<file path="config.mk">
export PLATFORM = sky130hd
export DESIGN_NAME = handshake_fork_tx_flat
export DESIGN_NICKNAME = d
export VERILOG_FILES = /design/src/rtl/hs_tx_pkg.sv /design/src/rtl/handshake_fork_tx_if.sv /design/src/rtl/hs_tx_fifo.sv /design/src/rtl/handshake_fork_tx.sv /design/src/flat_wrapper.sv
export SDC_FILE = /design/constraint.sdc
export NUM_CORES = 1
export LEC_CHECK = 0
export ABC_AREA = 1
export BUFFER_PORTS_ARGS = -buffer_cell sky130_fd_sc_hd__clkbuf_2
export CAP_MARGIN = 20
export CORE_MARGIN = 10
export CORE_UTILIZATION = 51
export CTS_CLUSTER_SIZE = 16
export DETAILED_ROUTE_END_ITERATION = 6
export PLACE_DENSITY_LB_ADDON = 0.05
export RECOVER_POWER = 100
export SLEW_MARGIN = 30
export SYNTH_ARGS = -nofsm -noshare
export SYNTH_HDL_FRONTEND = slang
export SYNTH_SLANG_ARGS = --single-unit
</file>
<file path="constraint.sdc">
create_clock -name CLK -period 3.83 [get_ports CLK]
set_input_delay 0.1915 -clock CLK [delete_from_list [all_inputs] [get_ports CLK]]
set_output_delay 0.1915 -clock CLK [all_outputs]
set_load 0.02 [all_outputs]
</file>
<file path="src/rtl/hs_tx_pkg.sv">
// Shared types and constants for the handshake fork transmitter.
package hs_tx_pkg;

    localparam int HS_TX_WIDTH = 5;
    localparam int HS_TX_NOUT  = 3;
    localparam int HS_TX_DEPTH = 2;

    typedef logic [HS_TX_WIDTH-1:0] hs_payload_t;

    typedef enum logic [1:0] {
        EMPTY = 2'd0,
        SEND  = 2'd1,
        PART  = 2'd2
    } hs_tx_state_e;

    function automatic logic [3:0] hs_tx_popcount8(input logic [7:0] v);
        logic [3:0] n;
        n = '0;
        for (int i = 0; i < 8; i++) begin
            n = n + {3'b000, v[i]};
        end
        return n;
    endfunction

endpackage

</file>
<file path="src/rtl/handshake_fork_tx_if.sv">
// Handshake bundle for the fork transmitter: one upstream channel, N_OUT downstream channels.
interface handshake_fork_tx_if
    import hs_tx_pkg::*;
#(
    parameter int WIDTH = HS_TX_WIDTH,
    parameter int N_OUT = HS_TX_NOUT
) ();

    logic             in_valid;
    logic             in_ready;
    logic [WIDTH-1:0] in_data;
    logic [N_OUT-1:0] out_valid;
    logic [N_OUT-1:0] out_ready;
    logic [WIDTH-1:0] out_data;
    logic [7:0]       stall_cnt;

    modport master (
        input  in_valid, in_data, out_ready,
        output in_ready, out_valid, out_data, stall_cnt
    );

    modport slave (
        output in_valid, in_data, out_ready,
        input  in_ready, out_valid, out_data, stall_cnt
    );

endinterface

</file>
<file path="src/rtl/hs_tx_fifo.sv">
// Small power-of-two FIFO holding payload beats; pointers wrap naturally at DEPTH.
module hs_tx_fifo #(
    parameter int WIDTH = 5,
    parameter int DEPTH = 2
) (
    input  logic                   CLK,
    input  logic                   ASYNCRESETN,
    input  logic                   push_i,
    input  logic [WIDTH-1:0]       wdata_i,
    input  logic                   pop_i,
    output logic [WIDTH-1:0]       rdata_o,
    output logic                   empty_o,
    output logic                   full_o,
    output logic [$clog2(DEPTH):0] count_nxt_o
);

    localparam int PW = $clog2(DEPTH);
    localparam int CW = PW + 1;

    logic [WIDTH-1:0] mem_q [DEPTH];
    logic [PW-1:0]    wr_ptr_q;
    logic [PW-1:0]    rd_ptr_q;
    logic [CW-1:0]    count_q;
    logic [CW-1:0]    count_d;

    always_comb begin
        count_d = count_q;
        case ({push_i, pop_i})
            2'b10:   count_d = count_q + CW'(1);
            2'b01:   count_d = count_q - CW'(1);
            default: count_d = count_q;
        endcase
    end

    // Storage is cleared on reset so the head reads as zero while empty.
    always_ff @(posedge CLK or negedge ASYNCRESETN) begin
        if (!ASYNCRESETN) begin
            for (int i = 0; i < DEPTH; i++) begin
                mem_q[i] <= '0;
            end
            wr_ptr_q <= '0;
            rd_ptr_q <= '0;
            count_q  <= '0;
        end else begin
            if (push_i) begin
                mem_q[wr_ptr_q] <= wdata_i;
                wr_ptr_q        <= wr_ptr_q + PW'(1);
            end
            if (pop_i) begin
                rd_ptr_q <= rd_ptr_q + PW'(1);
            end
            count_q <= count_d;
        end
    end

    assign rdata_o     = mem_q[rd_ptr_q];
    assign empty_o     = (count_q == '0);
    assign full_o      = (count_q == CW'(DEPTH));
    assign count_nxt_o = count_d;

endmodule

</file>
<file path="src/rtl/handshake_fork_tx.sv">
// Eager fork transmitter: buffers upstream beats and broadcasts each head to N_OUT channels.
// Optional embedded SVA enabled by defining HS_FORK_TX_ASSERT_EN.
//
//  state | meaning
//  EMPTY | no beat buffered
//  SEND  | head presented, no channel has taken it yet
//  PART  | head taken by some but not all channels
module handshake_fork_tx
    import hs_tx_pkg::*;
#(
    parameter int WIDTH = HS_TX_WIDTH,
    parameter int N_OUT = HS_TX_NOUT,
    parameter int DEPTH = HS_TX_DEPTH
) (
    input logic                CLK,
    input logic                ASYNCRESETN,
    handshake_fork_tx_if.master bus
);

    logic                   push;
    logic                   pop;
    logic                   fifo_empty;
    logic                   fifo_full;
    logic [WIDTH-1:0]       head_data;
    logic [$clog2(DEPTH):0] count_nxt;
    logic                   rdy_en_q;
    logic                   in_ready;
    logic [N_OUT-1:0]       out_valid;
    logic [N_OUT-1:0]       fire;
    logic [N_OUT-1:0]       stalled;
    logic [N_OUT-1:0]       done_q;
    logic [N_OUT-1:0]       done_d;
    logic [7:0]             stall_q;
    logic [7:0]             stall_d;
    logic [8:0]             stall_sum;
    hs_tx_state_e           state_q;
    hs_tx_state_e           state_d;

    hs_tx_fifo #(
        .WIDTH (WIDTH),
        .DEPTH (DEPTH)
    ) u_fifo (
        .CLK         (CLK),
        .ASYNCRESETN (ASYNCRESETN),
        .push_i      (push),
        .wdata_i     (bus.in_data),
        .pop_i       (pop),
        .rdata_o     (head_data),
        .empty_o     (fifo_empty),
        .full_o      (fifo_full),
        .count_nxt_o (count_nxt)
    );

    // Ready depends only on registered state; rdy_en_q holds it low until the first edge after reset.
    assign in_ready  = rdy_en_q & ~fifo_full;
    assign push      = bus.in_valid & in_ready;
    assign out_valid = fifo_empty ? '0 : ~done_q;
    assign fire      = out_valid & bus.out_ready;
    assign stalled   = out_valid & ~bus.out_ready;
    assign pop       = (state_q != EMPTY) && ((done_q | fire) == '1);
    assign done_d    = pop ? '0 : (done_q | fire);

    assign stall_sum = {1'b0, stall_q} + {5'b00000, hs_tx_popcount8(8'(stalled))};
    assign stall_d   = stall_sum[8] ? 8'hFF : stall_sum[7:0];

    always_comb begin
        state_d = state_q;
        case (state_q)
            EMPTY: begin
                if (push) state_d = SEND;
            end
            SEND, PART: begin
                if (pop) begin
                    state_d = (count_nxt != '0) ? SEND : EMPTY;
                end else if (fire != '0) begin
                    state_d = PART;
                end
            end
            default: state_d = EMPTY;
        endcase
    end

    always_ff @(posedge CLK or negedge ASYNCRESETN) begin
        if (!ASYNCRESETN) begin
            state_q  <= EMPTY;
            done_q   <= '0;
            stall_q  <= '0;
            rdy_en_q <= 1'b0;
        end else begin
            state_q  <= state_d;
            done_q   <= done_d;
            stall_q  <= stall_d;
            rdy_en_q <= 1'b1;
        end
    end

    assign bus.in_ready  = in_ready;
    assign bus.out_valid = out_valid;
    assign bus.out_data  = head_data;
    assign bus.stall_cnt = stall_q;

`ifdef HS_FORK_TX_ASSERT_EN
    for (genvar gi = 0; gi < N_OUT; gi++) begin : g_hold
        a_hold: assert property (@(posedge CLK) disable iff (!ASYNCRESETN)
            (out_valid[gi] && !bus.out_ready[gi]) |=> (out_valid[gi] && $stable(head_data)));
    end

    a_no_push_full: assert property (@(posedge CLK) disable iff (!ASYNCRESETN)
        !(push && fifo_full));

    a_done_clears: assert property (@(posedge CLK) disable iff (!ASYNCRESETN)
        (&done_q) |=> !(&done_q));
`endif

endmodule

</file>
<file path="src/flat_wrapper.sv">
// flat-port wrapper written by rule: the top's interface ports become plain ports
module handshake_fork_tx_flat import hs_tx_pkg::*;
#(
    parameter int WIDTH = HS_TX_WIDTH,
    parameter int N_OUT = HS_TX_NOUT,
    parameter int DEPTH = HS_TX_DEPTH
)
  (CLK, ASYNCRESETN, bus_in_valid, bus_in_data, bus_out_ready, bus_in_ready, bus_out_valid, bus_out_data, bus_stall_cnt);
  handshake_fork_tx_if #(.WIDTH(WIDTH), .N_OUT(N_OUT)) bus_i ();
  input logic CLK;
  input logic ASYNCRESETN;
  input wire logic [$bits(bus_i.in_valid)-1:0] bus_in_valid;
  input wire logic [$bits(bus_i.in_data)-1:0] bus_in_data;
  input wire logic [$bits(bus_i.out_ready)-1:0] bus_out_ready;
  output wire logic [$bits(bus_i.in_ready)-1:0] bus_in_ready;
  output wire logic [$bits(bus_i.out_valid)-1:0] bus_out_valid;
  output wire logic [$bits(bus_i.out_data)-1:0] bus_out_data;
  output wire logic [$bits(bus_i.stall_cnt)-1:0] bus_stall_cnt;
  assign bus_i.in_valid = bus_in_valid;
  assign bus_i.in_data = bus_in_data;
  assign bus_i.out_ready = bus_out_ready;
  assign bus_in_ready = bus_i.in_ready;
  assign bus_out_valid = bus_i.out_valid;
  assign bus_out_data = bus_i.out_data;
  assign bus_stall_cnt = bus_i.stall_cnt;
  handshake_fork_tx #(.WIDTH(WIDTH), .N_OUT(N_OUT), .DEPTH(DEPTH)) u_core (.CLK(CLK), .ASYNCRESETN(ASYNCRESETN), .bus(bus_i));
endmodule
</file>
==> results_dict.tcl <==
set metrics [dict create \
    cp_max_fo 9 \
    ys_seq_elements 28 \
    finalNetCount 222 \
    dr.pass1.iters 4 \
    fillers 288 \
    antenna_found_initial 0 \
    maxSlewViolCount 29 \
    grtUsageTotal_pct 11.7 \
    post_cts.repair.setup_buffers 0 \
    placementRows 19 \
    hpwl_um 2420 \
    final_common_cell "nand2_1" \
    place.gp.congestion 0.797 \
    cts-buffers-inserted 3 \
    cpMaxStageDelayCell "fa_1" \
    max_slew_margin_pct -0.657 \
    cpPeakStageDelay_ns 0.51 \
    vias_per_cell 5.16 \
    die_h_um 75.0 \
    rsz0062_at_grt "false" \
    setup_viol 0 \
    hold_class "primary input to flop" \
    ir_drop_mv 0.371 \
    cp.arrival_ns 3.37 \
    syn-num-nets 190 \
    seq_area_frac_synth_pct 45.4 \
    synth.avg_cell_area_um2 9.19 \
    drcViolationCount 0 \
    synth_async_sr_flop_share_pct 100 \
    area_growth_pct 9.72 \
    final.setup.tns_ns 0 \
    crit_chain "nor2_1, nor3_1, fa_1, ha_1, fa_1, a21oi_1, nor3_1, and2_0, nand2_1, o21ai_0" \
    drv_cap 1 \
    wire_per_inst_um 13.2 \
    critPathKind "flop to flop" \
    tritoncts "yes" \
    fin_crit_sh_pct 82.6 \
    tightest_slew_ns 1.51 \
    fp.coreArea_um2 2830 \
    portBuffers 27 \
    routed_wl_um 3030 \
    synth_edf_count 0 \
    power.density_nw_per_um2 855 \
    clockBufferDepth 2 \
    syn_inst 168 \
    grt_pass1_wl_um 5180 \
    root_buffer "clkbuf_4" \
    synth_cell_type_count 30 \
    violations "capacitance limit, slew limit" \
    grt_max_degree 29 \
    fin_skew_ns 0.00396 \
    post_route_cells_drive_above_1_share_pct 11.1 \
    cp.required_ns 4.04 \
    cts_max_level 1 \
    grt_pass1_vias 1219 \
    placed_area_um2 1710 \
    start_util_pct 54.6 \
    hold_viol_final 0 \
    min_period_ns 3.16 \
    die_area_um2 5630 \
    max_freq_ghz 0.316 \
    status "complete, but fails checks" \
    antennaDiodeCount 0 \
    syn-cell-area_um2 1540 \
    vias 1186 \
    cp-end-kind "flop" \
    leakage_nw 0.898 \
    layout_common_cells "31 x nand2_1, 28 x dfrtp_1, 27 x inv_1, 17 x clkbuf_1" \
    drt_iter0_drc 64 \
    startpoint_type "flop" \
    clkSlewWorstSetupHoldPaths_ns 0.15 \
    fin_area_um2 1690 \
    ant_nets 0 \
    clk_latency_ns 0.32 \
    synth_warnings 0 \
    io_pins 28 \
    cts_sinks 28 \
    grt_overflow 0 \
    die_x_um 75.0 \
    synthFlopType "dfrtp_1" \
]
routing by layer:
metal	share of wire [%]	global-route usage, %
met5	0	0
met3	6.7	3.15
met4	0.53	3.15
met2	50	20.8
met1	43	13.5
area by class of cell:
type,count,area [um2],area share [%]
sequential,28,701,41.4
inverter,29,109,6.43
timing repair buffer,28,124,7.31
clock buffer,4,36.3,2.14
multi-input combinational,110,686,40.5
tap,31,38.8,2.29
logic make-up (layout without fill, tap and decap cells):
logic type / Yosys count / in the layout / share of synthesized area, %
AOI/OAI and AO/OA: 23 / 23 / 9.24
xor gates and xnor gates: 4 / 4 / 2.27
adders and majority gates: 11 / 11 / 9.89
buffers and inverters: 30 / 61 / 7.29
DFF: 28 / 28 / 45.4
muxes: 5 / 5 / 3.65
other: 1 / 1 / 0.243
and+or+nand+nor: 66 / 66 / 22.0
per-stage QoR:
stage	utilization [%]	hold WS [ns]	power [mW]	instances	setup WS (ns)
6_report	59.9	0.0778	1.45	230	0.668
2_1_floorplan	-	-0.104	1.16	168	1.22
5_1_grt	59.9	0.0551	1.61	230	0.454
3_3_place_gp	60.6	0.265	1.35	225	1.07
4_1_cts	62.2	0.0725	1.54	230	0.965
3_5_place_dp	60.6	0.272	1.39	225	0.999
final timing paths:
| kind | startpoint | endpoint | slack (ns) | cells after the start |
|---|---|---|---|---|
| worst max-delay path | u_core.u_fifo.count_q[0] | u_core.bus.stall_cnt[6] | 0.67 | 10 |
| worst min register to register | u_core.u_fifo.mem_q[0] | u_core.u_fifo.mem_q[0] | 0.51 | 1 |
| max in group asynchronous | ASYNCRESETN | u_core.u_fifo.rd_ptr_q | 2.21 | 2 |
| worst max register to register | u_core.u_fifo.count_q[0] | u_core.bus.stall_cnt[6] | 0.67 | 10 |
| min in group asynchronous | ASYNCRESETN | u_core.bus.stall_cnt[5] | 0.75 | 2 |
| worst min-delay path | bus_in_data[3] | u_core.u_fifo.mem_q[8] | 0.08 | 3 |
flip-flops by register name (all words and copies together), names as in the netlist:
register and flops:
u_core.done_q 3, u_core.bus.stall_cnt 8, u_core.u_fifo.wr_ptr_q 1, u_core.rdy_en_q 1
u_core.u_fifo.rd_ptr_q 1, u_core.u_fifo.mem_q 10, u_core.u_fifo.count_q 2, u_core.state_q 2
worst max-delay path, delay by kind of cell, from the launching register on:
family	cells	cell delay, ns
adders and majority gates	3	1.13
DFF	1	0.44
and+or+nand+nor	5	1.10
AOI/OAI and AO/OA	2	0.37
cells in the mapped netlist (4+ instances only):
| cell type | count | area (um2) |
|---|---|---|
| nand2_1 | 31 | 116 |
| dfrtp_1 | 28 | 701 |
| inv_1 | 26 | 97.6 |
| nand3_1 | 10 | 50.1 |
| ha_1 | 9 | 113 |
| o21ai_1 | 8 | 40.0 |
| nor2_1 | 6 | 22.5 |
| o21ai_0 | 6 | 30.0 |
| mux2_1 | 5 | 56.3 |
| nor3_1 | 5 | 25.0 |
| a21oi_1 | 4 | 20.0 |
| nor2_4 | 4 | 45.0 |
power breakdown:
| group | total [mW] | internal (mW) | switching (mW) | leakage, nW |
|---|---|---|---|---|
| combinational | 0.776 | 0.276 | 0.500 | 0.536 |
| clock | 0.143 | 0.0581 | 0.0846 | 0.0210 |
| sequential | 0.530 | 0.432 | 0.0978 | 0.340 |
repair_timing:
action	CTS	global route
gates resized for setup	0	0
endpoints found under the hold margin	28	0
hold buffers	1	0
Note: power is estimated with default switching activity, not from simulation.
